[config.mk]
export PLATFORM = sky130hd
export DESIGN_NAME = pose_score_accumulator
export DESIGN_NICKNAME = d
export VERILOG_FILES = /design/src/rtl/pose_score_accumulator.sv
export SDC_FILE = /design/constraint.sdc
export NUM_CORES = 1
export LEC_CHECK = 0
export ABC_AREA = 1
export CAP_MARGIN = 20
export CORE_MARGIN = 2
export CORE_UTILIZATION = 49
export CTS_CLUSTER_SIZE = 16
export DETAILED_ROUTE_END_ITERATION = 8
export PLACE_DENSITY = 0.68
export RECOVER_POWER = 25
export SETUP_SLACK_MARGIN = 0.15
export SLEW_MARGIN = 40
export SYNTH_ARGS = -nofsm -noshare
export SYNTH_HDL_FRONTEND = slang
export SYNTH_SLANG_ARGS = --single-unit
[constraint.sdc]
create_clock -name clk_in -period 3.22 [get_ports clk_in]
set_clock_uncertainty 0.2 [all_clocks]
set_input_delay 0.644 -clock clk_in [delete_from_list [all_inputs] [get_ports clk_in]]
set_output_delay 0.644 -clock clk_in [all_outputs]
set_load 0.01 [all_outputs]
[src/rtl/pose_score_accumulator.sv]
// Pose score accumulator: queues the skeleton pixels of a user frame, asks the
// distance-transform scorer for each one and sums the clipped distances.
module pose_score_accumulator #(
  parameter  int HRES       = 320,
  parameter  int VRES       = 180,
  parameter  int MAX_DIST   = 64,
  parameter  int FIFO_DEPTH = 64,
  parameter  int TIMEOUT    = 8,
  parameter  int SUM_WIDTH  = 24,
  localparam int HWIDTH     = $clog2(HRES),
  localparam int VWIDTH     = $clog2(VRES),
  localparam int DWIDTH     = $clog2(HRES + VRES + 1),
  localparam int CWIDTH     = $clog2(HRES * VRES + 1)
) (
  input  logic                 clk_in,
  input  logic                 rst_n_in,
  input  logic                 frame_start_in,
  input  logic                 frame_end_in,
  input  logic [HWIDTH-1:0]    pixel_hcount_in,
  input  logic [VWIDTH-1:0]    pixel_vcount_in,
  input  logic                 pixel_in,
  input  logic                 pixel_valid_in,
  output logic [HWIDTH-1:0]    query_hcount_out,
  output logic [VWIDTH-1:0]    query_vcount_out,
  output logic                 query_valid_out,
  input  logic [HWIDTH-1:0]    resp_hcount_in,
  input  logic [VWIDTH-1:0]    resp_vcount_in,
  input  logic [DWIDTH-1:0]    resp_distance_in,
  input  logic                 resp_valid_in,
  output logic [SUM_WIDTH-1:0] sum_out,
  output logic [CWIDTH-1:0]    count_out,
  output logic                 score_valid_out,
  output logic                 overflow_out,
  output logic [15:0]          retry_count_out
);

  localparam int AWIDTH = $clog2(FIFO_DEPTH);
  localparam int FWIDTH = AWIDTH + 1;
  localparam int TWIDTH = $clog2(TIMEOUT + 1);
  localparam int EWIDTH = HWIDTH + VWIDTH;
  localparam int SWIDE  = SUM_WIDTH + 1;

  typedef enum logic [1:0] {
    ST_IDLE,
    ST_ISSUE,
    ST_WAIT,
    ST_DONE
  } state_t;

  state_t state, next_state;

  logic [EWIDTH-1:0] mem [FIFO_DEPTH];
  logic [AWIDTH-1:0] wr_ptr, rd_ptr;
  logic [FWIDTH-1:0] fill;
  logic [TWIDTH-1:0] wait_cnt;
  logic              end_pending;

  logic              fifo_empty, fifo_full;
  logic              push, pop, drop;
  logic              match, timeout;
  logic [HWIDTH-1:0] head_h;
  logic [VWIDTH-1:0] head_v;
  logic [DWIDTH-1:0] dist_clip;
  logic [SWIDE-1:0]  sum_wide;

  assign fifo_empty = (fill == '0);
  assign fifo_full  = (fill == FWIDTH'(FIFO_DEPTH));
  assign {head_h, head_v} = mem[rd_ptr];

  // Anything whose coordinates differ from the outstanding query is stale.
  assign match   = (state == ST_WAIT) && resp_valid_in &&
                   (resp_hcount_in == query_hcount_out) &&
                   (resp_vcount_in == query_vcount_out);
  assign timeout = (state == ST_WAIT) && !match &&
                   (wait_cnt == TWIDTH'(TIMEOUT - 1));

  assign pop  = match;
  // A full queue still takes a pixel in the cycle its head is retired.
  assign push = pixel_valid_in && pixel_in && (!fifo_full || pop);
  assign drop = pixel_valid_in && pixel_in && fifo_full && !pop;

  assign dist_clip = (resp_distance_in > DWIDTH'(MAX_DIST)) ? DWIDTH'(MAX_DIST)
                                                            : resp_distance_in;
  assign sum_wide  = {1'b0, sum_out} + SWIDE'(dist_clip);

  assign query_valid_out = (state == ST_ISSUE);
  assign score_valid_out = (state == ST_DONE);

  // NOTE: every signal gets a default before the case so no path leaves it
  // unassigned, which would otherwise infer a latch.
  always_comb begin
    next_state = state;
    case (state)
      ST_IDLE: begin
        if (!fifo_empty)      next_state = ST_ISSUE;
        else if (end_pending) next_state = ST_DONE;
      end
      ST_ISSUE: next_state = ST_WAIT;
      ST_WAIT: begin
        if (match)        next_state = (fill > FWIDTH'(1)) ? ST_ISSUE : ST_IDLE;
        else if (timeout) next_state = ST_ISSUE;
      end
      ST_DONE:  next_state = ST_IDLE;
      default:  next_state = ST_IDLE;
    endcase
  end

  // NOTE: queue storage is not reset; the pointers and fill level decide
  // which entries are live, so old contents are never observed.
  always_ff @(posedge clk_in) begin
    if (push) mem[wr_ptr] <= {pixel_hcount_in, pixel_vcount_in};
  end

  // NOTE: state registers use non-blocking assignments so every flop samples
  // pre-edge values regardless of statement order.
  always_ff @(posedge clk_in) begin
    if (!rst_n_in) begin
      state            <= ST_IDLE;
      wr_ptr           <= '0;
      rd_ptr           <= '0;
      fill             <= '0;
      wait_cnt         <= '0;
      end_pending      <= 1'b0;
      query_hcount_out <= '0;
      query_vcount_out <= '0;
      sum_out          <= '0;
      count_out        <= '0;
      overflow_out     <= 1'b0;
      retry_count_out  <= '0;
    end else if (frame_start_in) begin
      state           <= ST_IDLE;
      wr_ptr          <= '0;
      rd_ptr          <= '0;
      fill            <= '0;
      wait_cnt        <= '0;
      end_pending     <= 1'b0;
      sum_out         <= '0;
      count_out       <= '0;
      overflow_out    <= 1'b0;
      retry_count_out <= '0;
    end else begin
      state <= next_state;

      if (push) wr_ptr <= wr_ptr + 1'b1;
      if (pop)  rd_ptr <= rd_ptr + 1'b1;
      case ({push, pop})
        2'b10:   fill <= fill + 1'b1;
        2'b01:   fill <= fill - 1'b1;
        default: fill <= fill;
      endcase

      if (drop) overflow_out <= 1'b1;

      // A new frame_end in the DONE cycle re-arms for the following frame.
      if (state == ST_DONE) end_pending <= 1'b0;
      if (frame_end_in)     end_pending <= 1'b1;

      if (state == ST_ISSUE) begin
        query_hcount_out <= head_h;
        query_vcount_out <= head_v;
        wait_cnt         <= '0;
      end else if (state == ST_WAIT) begin
        wait_cnt <= wait_cnt + 1'b1;
      end

      if (match) begin
        sum_out <= sum_wide[SUM_WIDTH] ? '1 : sum_wide[SUM_WIDTH-1:0];
        if (count_out != '1) count_out <= count_out + 1'b1;
      end

      if (timeout && (retry_count_out != '1))
        retry_count_out <= retry_count_out + 1'b1;
    end
  end

endmodule

==> flow_metrics.py, run 1 <==
metrics = {
    "synthesis": {
        "ys_types": 41,
        "ys_seq_area_share_pct": 69.09,
        "synth_cells": 4565,
        "synthTopCellsByArea": "edfxtp_1, nor2_1, nand2_1",
        "synth_mux_area_share_pct": 0,
        "synth_top_cell_by_area": "edfxtp_1",
        "synth-simple-area-share_pct": 16.87,
        "synth-edff-count": 1088,
        "ys_warn_count": 0,
        "synth_area_um2": 50190,
        "synth_top_area_share_pct": 65.10,
        "synth_compound_area_share_pct": 9.149,
        "synth_fa_ha_area_share_pct": 0.4637,
        "synth_seq_cells": 1188,
        "synth_ff_type": "edfxtp_1",
        "synth_top_family_by_area": "simple AND/OR/NAND/NOR gates",
        "synth_xor_area_share_pct": 0.5759,
        "avgSynthCellArea_um2": 10.99,
        "ys_async_sr_fraction_pct": 0,
    },
    "finish": {
        "fin_util_pct": 57.18,
        "area_growth_pct": 15.91,
        "layout_commonest_cell": "edfxtp_1",
        "finalInstanceArea_um2": 58170,
        "fillers": 8321,
        "final_cell_mix": "edfxtp_1, nor2_1, nand2_1",
        "final_cell_count_no_fill": 6265,
        "drive_gt1_share_pct": 10.29,
        "final_nets": 4867,
    },
    "status": {
        "status": "complete, but fails checks",
        "violations": "max-capacitance violations, max-slew violations",
    },
    "run": {
        "maxCapViolations": 12,
    },
    "setup_path": {
        "critPathRequiredTime_ns": 3.68,
        "critPathTopFamily": "buffers and inverters",
        "crit_chain": "inv_8 > buf_4 > o21ai_0 > buf_4 > o211ai_1 > nand3_1 > nand2_1 > nand3_1 > nand3_1 > nand2_1 > inv_1",
        "crit_arrival_ns": 3.37,
        "r2r_slack_ns": 0.31,
        "path_class": "reg2reg",
        "slowest_stage": "buf_4",
        "cp_common_cell": "nand3_1",
        "cpPeakStageDelay_ns": 0.56,
        "cp-end-kind": "register",
        "cp_max_fo": 62,
        "critPathLaunchType": "register",
        "crit_buf_inv": 4,
    },
    "clock_network": {
        "cts.sinks": 1188,
        "post_cts.repair.setup_buffers": 0,
        "cts-hold-fix-buffers": 0,
        "htreeDepth": 3,
        "cts_buffers": 118,
        "clk_path_buf_depth": 3,
        "cts_resized": 0,
        "cts_tree": "built",
        "clk_pin_slew_ns": 0.06,
        "clock-root-buffer": "clkbuf_16",
        "clk_latency_ns": 0.72,
    },
    "timing": {
        "fmax_ghz": 0.3439,
        "setup_viol": 0,
        "hold_slack_ns": 0.2101,
        "min_period_over_period_pct": 90.31,
        "tns_ns": 0,
        "min_period_ns": 2.908,
        "maxSlewViolCount": 743,
        "worst_pin_slew_ns": 2.293,
        "hold_violations": 0,
        "worst_slack_ns": 0.3119,
        "max_slew_margin_pct": -52.90,
        "rsz0062_at_grt": "false",
    },
    "placement": {
        "dp_slack_ns": -0.2584,
        "port_buffers": 125,
        "dpl_cell_area_um2": 54470,
        "place.gp.congestion": 0.9694,
        "dpl.hpwl_um": 87800,
        "place_inst": 6046,
    },
    "global_route": {
        "grt_start_max_net_pins": 132,
        "overflow": 0,
        "antenna_found_initial": 2,
        "grt_pass1_wl_um": 211500,
        "grt_use_total_pct": 27.22,
        "grt_pass1_vias": 33800,
    },
    "route": {
        "drtAntennaViolNets": 0,
        "dr_wl_met3_um": 14230,
        "wl_met1_um": 57700,
        "post_drt_wl_per_cell_um": 22.91,
        "dr.pass1.iters": 6,
        "viasPerCell": 5.729,
        "routed_wl_um": 143500,
        "routed-wl-met2_um": 65640,
        "initialDrtViolationCount": 4877,
        "drc_errors": 0,
        "dr_total_vias": 35890,
        "top_layer_used": "met4",
    },
    "die": {
        "fp.dieH_um": 324.0,
        "die_width_um": 324.0,
        "core_region_area_um2": 101700,
        "io_pins": 126,
        "start_util_pct": 49.33,
        "rows": 117,
        "die_area_um2": 105000,
    },
    "hold_path": {
        "hold_class": "in2reg",
    },
    "pwr": {
        "cellPowerDensity_nw_per_um2": 540.4,
        "peakVddDrop_v": 0.0004150,
        "power.total_mw": 31.43,
        "p_leak_nw": 20.44,
    },
}
-- cell usage after synthesis, types with 2 or more instances --
| cell | n |
|---|---|
| edfxtp_1 | 1088 |
| nor2_1 | 906 |
| nand2_1 | 689 |
| o21ai_0 | 349 |
| nand3_1 | 306 |
| inv_1 | 192 |
| o21ai_1 | 163 |
| a21oi_1 | 142 |
| o211ai_1 | 140 |
| clkbuf_1 | 118 |
| dfxtp_1 | 100 |
| buf_2 | 65 |
| or2_2 | 35 |
| buf_4 | 34 |
| nand4_1 | 30 |
| nor3_1 | 30 |
| buf_1 | 27 |
| a31oi_1 | 21 |
| xor2_1 | 18 |
| ha_1 | 17 |
| o22ai_1 | 17 |
| xnor2_1 | 15 |
| nand2_4 | 9 |
| clkinv_1 | 6 |
| nor2_2 | 6 |
| inv_2 | 5 |
| nand2_2 | 5 |
| buf_6 | 4 |
| nand3_2 | 4 |
| nand3b_1 | 4 |
| o21a_1 | 4 |
| nor3b_1 | 3 |
| and3_1 | 2 |
| nor2_8 | 2 |
| nor3_2 | 2 |
| nor4_1 | 2 |
-- sequential cells by signal, indices dropped and copies added (netlist names), 2 cells and up --
register          flops
mem                1088
sum_out              24
count_out            16
retry_count_out      16
query_hcount_out      9
query_vcount_out      8
fill                  7
rd_ptr                6
wr_ptr                6
wait_cnt              4
state                 2
-- final timing paths --
check,endpoint,startpoint,cells past startpoint
worst max-delay path,query_hcount_out[7],rd_ptr[0],11
worst min-delay path,mem[25][3],pixel_vcount_in[3],1
worst max register to register,query_hcount_out[7],rd_ptr[0],11
worst min register to register,count_out[4],count_out[4],2
-- logic make-up after synthesis --
kind of cell	count (synthesis)
other cells	1
simple gates	2038
fa+ha+maj	18
flops	1188
buf+inv	451
xor+xnor	33
compound gates	836
-- per-layer routing --
metal | vias to the layer above | track usage [%]
met2 | 1911 | 42.44
met1 | 17230 | 37.77
met4 | 0 | 11.40
met3 | 290 | 4.920
met5 | - | 0
li1 | 16470 | -
-- final cells by class --
class | count | area (um2) | area share (%)
clock inverters | 73 | 724.4 | 1.245
flip-flops and latches | 1188 | 34680 | 59.62
well taps | 1368 | 1712 | 2.942
inverters | 203 | 775.7 | 1.334
clock buffers | 144 | 3144 | 5.405
diodes | 1 | 2.502 | 0.004302
multi-input cells | 2927 | 13610 | 23.40
repair buffers | 361 | 3520 | 6.050
-- power by group --
part	switching (mW)	leakage (nW)	internal, mW
Clock	5.79	1.89	8.02
Combinational	0.563	7.96	0.180
Sequential	0.0184	10.6	16.9
Total	6.37	20.4	25.1
No activity file was read; power rests on OpenSTA's default activity.
==> inputs of run 2 (changes only) <==
- SKIP_LAST_GASP: unset -> 1
==> results of run 2 <==
Final layout, timing and power as in run 1 (identical DEF).
